### src/rtl/uart_rx_os.sv
// Oversampled UART receiver: 2-flop line sync, start/data/parity/stop recovery,
// valid/ready output register with frame/parity error flags and overrun pulse.
module uart_rx_os #(
    parameter int DBIT    = 8,
    parameter int OVS     = 16,
    parameter int SB_TICK = 16
) (
    input  logic            clk,
    input  logic            rst,
    input  logic            s_tick,
    input  logic            rx,
    input  logic            parity_en,
    input  logic            parity_odd,
    output logic [DBIT-1:0] rx_data,
    output logic            rx_valid,
    input  logic            rx_ready,
    output logic            frame_err,
    output logic            parity_err,
    output logic            overrun
);

    localparam int SMAX = (OVS > SB_TICK) ? OVS : SB_TICK;
    localparam int SW   = $clog2(SMAX);
    localparam int NW   = $clog2(DBIT);

    typedef enum logic [2:0] {IDLE, START, DATA, PARITY, STOP} state_t;

    state_t          state, state_n;
    logic [SW-1:0]   s, s_n;
    logic [NW-1:0]   n, n_n;
    logic [DBIT-1:0] sreg, sreg_n;
    logic            pen_l, pen_n;
    logic            podd_l, podd_n;
    logic            perr_l, perr_n;
    logic            brk, brk_n;
    logic            rx_q1, rx_s;
    logic            load;

    always_ff @(posedge clk or posedge rst) begin
        if (rst) begin
            rx_q1 <= 1'b1;
            rx_s  <= 1'b1;
        end else begin
            rx_q1 <= rx;
            rx_s  <= rx_q1;
        end
    end

    always_ff @(posedge clk or posedge rst) begin
        if (rst) begin
            state  <= IDLE;
            s      <= '0;
            n      <= '0;
            sreg   <= '0;
            pen_l  <= 1'b0;
            podd_l <= 1'b0;
            perr_l <= 1'b0;
            brk    <= 1'b0;
        end else begin
            state  <= state_n;
            s      <= s_n;
            n      <= n_n;
            sreg   <= sreg_n;
            pen_l  <= pen_n;
            podd_l <= podd_n;
            perr_l <= perr_n;
            brk    <= brk_n;
        end
    end

    always_comb begin
        state_n = state;
        s_n     = s;
        n_n     = n;
        sreg_n  = sreg;
        pen_n   = pen_l;
        podd_n  = podd_l;
        perr_n  = perr_l;
        brk_n   = brk;
        load    = 1'b0;
        case (state)
            IDLE: begin
                // After a stop bit sampled low, the line must return high before a new start is accepted.
                if (brk) begin
                    if (rx_s) brk_n = 1'b0;
                end else if (!rx_s) begin
                    state_n = START;
                    s_n     = '0;
                end
            end
            START: begin
                if (s_tick) begin
                    if (s == SW'(OVS/2 - 1)) begin
                        if (!rx_s) begin
                            state_n = DATA;
                            s_n     = '0;
                            n_n     = '0;
                            pen_n   = parity_en;
                            podd_n  = parity_odd;
                            perr_n  = 1'b0;
                        end else begin
                            state_n = IDLE;
                        end
                    end else begin
                        s_n = s + 1'b1;
                    end
                end
            end
            DATA: begin
                if (s_tick) begin
                    if (s == SW'(OVS - 1)) begin
                        s_n    = '0;
                        sreg_n = {rx_s, sreg[DBIT-1:1]};
                        if (n == NW'(DBIT - 1)) state_n = pen_l ? PARITY : STOP;
                        else                    n_n = n + 1'b1;
                    end else begin
                        s_n = s + 1'b1;
                    end
                end
            end
            PARITY: begin
                if (s_tick) begin
                    if (s == SW'(OVS - 1)) begin
                        perr_n  = ((^sreg) ^ rx_s) != podd_l;
                        state_n = STOP;
                        s_n     = '0;
                    end else begin
                        s_n = s + 1'b1;
                    end
                end
            end
            STOP: begin
                if (s_tick) begin
                    if (s == SW'(SB_TICK - 1)) begin
                        load    = 1'b1;
                        brk_n   = ~rx_s;
                        state_n = IDLE;
                        s_n     = '0;
                    end else begin
                        s_n = s + 1'b1;
                    end
                end
            end
            default: state_n = IDLE;
        endcase
    end

    always_ff @(posedge clk or posedge rst) begin
        if (rst) begin
            rx_data    <= '0;
            rx_valid   <= 1'b0;
            frame_err  <= 1'b0;
            parity_err <= 1'b0;
            overrun    <= 1'b0;
        end else begin
            overrun <= 1'b0;
            if (load) begin
                rx_data    <= sreg;
                frame_err  <= ~rx_s;
                parity_err <= pen_l & perr_l;
                rx_valid   <= 1'b1;
                overrun    <= rx_valid & ~rx_ready;
            end else if (rx_valid && rx_ready) begin
                rx_valid <= 1'b0;
            end
        end
    end

endmodule

### config.mk
export PLATFORM = sky130hd
export DESIGN_NAME = uart_rx_os
export DESIGN_NICKNAME = d
export VERILOG_FILES = /design/src/rtl/uart_rx_os.sv
export SDC_FILE = /design/constraint.sdc
export NUM_CORES = 1
export LEC_CHECK = 0
export CORE_MARGIN = 2
export CORE_UTILIZATION = 30
export DETAILED_ROUTE_END_ITERATION = 7
export DONT_BUFFER_PORTS = 1
export HOLD_SLACK_MARGIN = 0.02
export PLACE_DENSITY = 0.53
export SETUP_SLACK_MARGIN = 0.15
export SYNTH_ARGS = -nofsm -noshare
export SYNTH_HDL_FRONTEND = slang
export SYNTH_SLANG_ARGS = --single-unit
### constraint.sdc
create_clock -name clk -period 2.32 [get_ports clk]
set_input_delay 0.464 -clock clk [delete_from_list [all_inputs] [get_ports clk]]
set_output_delay 0.464 -clock clk [all_outputs]
set_load 0.03 [all_outputs]
==> reports/results.ini <==
[setup_path]
path_class=reg -> reg
cp.required_ns=2.48
critical_path.slowest_cell=dfrtp_1
crit_path_max_incr_delay_ns=0.58
critPathBufInv=0
critPathMaxFanout=13
arrival_ns=2.15
setup.worst_path.start=state[2]
reg2reg_from=state[2]
reg2reg_to=frame_err
crit_family=simple AND/OR/NAND/NOR gates
r2r_setup_slack_ns=0.33
worst_setup_path_start_kind=flop
critPathCaptureType=flop
r2r_cells=4
path_cells=nor3b_1 -> nand2_1 -> nand2_1 -> o21ai_0
cpMostUsedCell=nand2_1

[timing]
skew_ns=0.008913
slew_headroom_pct=51.60
fin_tns_setup_ns=0
tightestPinTransition_ns=0.7252
rsz0062_at_grt=no
max_freq_mhz=502.4
drv_slew=0
layout_setup_ws_ns=0.3294
period_share_pct=85.80
hold_viol=0
period_needed_ns=1.991
setup_violations=0

[yosys]
synth_area_mm2=0.001755
async_reset_ff_share_pct=100.0
synthesis.nets=175
synth-edff-count=0
syn_area_per_cell_um2=10.64
synth_warnings=0
ys_types=43
synth-seq-area-share_pct=51.46
syn_inst=165
ys_ff_latch=36
synth_top_flop_cell=dfrtp_1

[die]
die_h_um=80.50
core.rowCount=27
dieArea_mm2=0.006479
die_x_um=80.50
coreArea_mm2=0.005574
start_util_pct=31.49
io_pins=19

[clock_tree]
cts_buffers=5
hold_buffers=0
cts_resized=0
clkSlewWorstSetupHoldPaths_ns=0.08
clock-sinks=36
cts_tree=built
cts-root-buf=clkbuf_8
clk_latency_ns=0.30
htree_num_levels=2
cts_setup_buffers=0
cts.path.max_buffers=2

[place]
gp_congestion=0.8010
port-buffer-count=0
post-dp-hpwl_mm=2.470
place_inst=231
pre_cts_ws_ns=0.3759

[global_route]
grt_pass1_vias=1256
grt_use_total_pct=12.25
grt_pass1_wl_mm=5.934
antenna_found_initial=0
grt_overflow=0
grt_max_degree=20

[detailed_routing]
wl_mm=3.459
wl_per_cell_um=14.47
vias=1185
drt_iter0_markers=73
first_pass_iters=4
drc_errors=0
via_per_inst=4.958
ant_nets=0

[pwr]
power.total_uw=1502
p_leak_uw=0.0009396
p_per_area_mw_per_mm2=772.4
ir_drop_mv=0.4186

[finish]
antenna_cells=0
layout_common_cells=34 x nand2_1, 34 x dfrtp_1, 11 x mux2_2
fin_cells=239
nets=176
drive_gt1_share_pct=17.96
area_delta_synth_final_pct=10.76
n_fill_cell=578

[min_path]
hold_class=in -> async

[job]
maxCapViolCount=0

[run_status]
status=completed

## sequential cells by signal, indices dropped and copies added (netlist names), 3 cells and up
signal,count
rx_data,8
sreg,8
s,4
n,3
state,3
## synth_stat cells (all sizes together) (2+ instances only)
cell type | count | area, um2
clkbuf | 2 | 7.510
dfstp | 2 | 52.55
a21oi | 5 | 36.29
o21ai | 10 | 50.04
or4 | 2 | 22.52
nand4 | 3 | 18.77
dfrtp | 34 | 850.8
nand3 | 3 | 15.01
nor3 | 2 | 10.01
nor2 | 9 | 36.29
ha | 3 | 37.54
inv | 4 | 15.01
and3 | 2 | 12.51
buf | 5 | 25.02
nand2 | 34 | 127.6
mux2 | 15 | 168.9
xnor2 | 8 | 70.07
and2 | 2 | 12.51
o211ai | 2 | 20.02
## cell type report
| cell class | count | area (um2) | share of cell area (%) |
|---|---|---|---|
| multi-input cells | 118 | 804.5 | 41.38 |
| inverters | 4 | 15.01 | 0.7722 |
| clock buffers | 5 | 68.82 | 3.539 |
| clock inverters | 3 | 42.54 | 2.188 |
| repair buffers | 1 | 20.02 | 1.030 |
| flip-flops and latches | 36 | 903.4 | 46.46 |
| well taps | 72 | 90.09 | 4.633 |
## worst register-to-register path, cell delays in order (launching register included)
cell and delay, ns:
dfrtp_1 0.58, nor3b_1 0.53, nand2_1 0.48, nand2_1 0.17, o21ai_0 0.09
## per-stage QoR
stage | instance area, um2 | util [%] | hold slack, ns
floorplan | 1755 | - | 0.3452
global placement | 1833 | 32.88 | 0.3508
detailed placement | 1833 | 32.88 | 0.3492
CTS | 1944 | 34.88 | 0.1511
global route | 1944 | 34.88 | 0.1480
finish | 1944 | 34.88 | 0.1617
## report_power, final
part	total, uW	internal [uW]	switching [uW]
Clock	551	318	233
Sequential	712	659	53.1
Combinational	239	116	123
Total	1500	1090	409
## logic make-up (layout without fill, tap and decap cells)
family,Yosys count,in the layout,synth area share [%]
xor gates and xnor gates,10,10,5.774
DFF,36,36,51.46
AOI/OAI and AO/OA,24,24,9.908
and+or+nand+nor,65,65,17.82
muxes,16,16,10.19
adders and majority gates,3,3,2.139
buffers and inverters,11,13,2.708
## worst max-delay path by stage
stage / slack (ns) / endpoint / cells past startpoint
4_1_cts: 0.36 / frame_err / 4
3_5_place_dp: 0.38 / n[2] / 5
6_report: 0.33 / frame_err / 4
2_1_floorplan: 0.46 / n[0] / 5
5_1_grt: 0.17 / frame_err / 4
3_3_place_gp: 0.42 / state[0] / 5
## per-layer routing
metal	vias to the layer above	track usage (%)	share of wire, %
met4	0	4.576	1.5
met1	577	15.28	48
met2	30	18.42	44
met5	-	0	0
li1	573	-	-
met3	5	5.730	6.9
(Power assumes the default switching activity.)
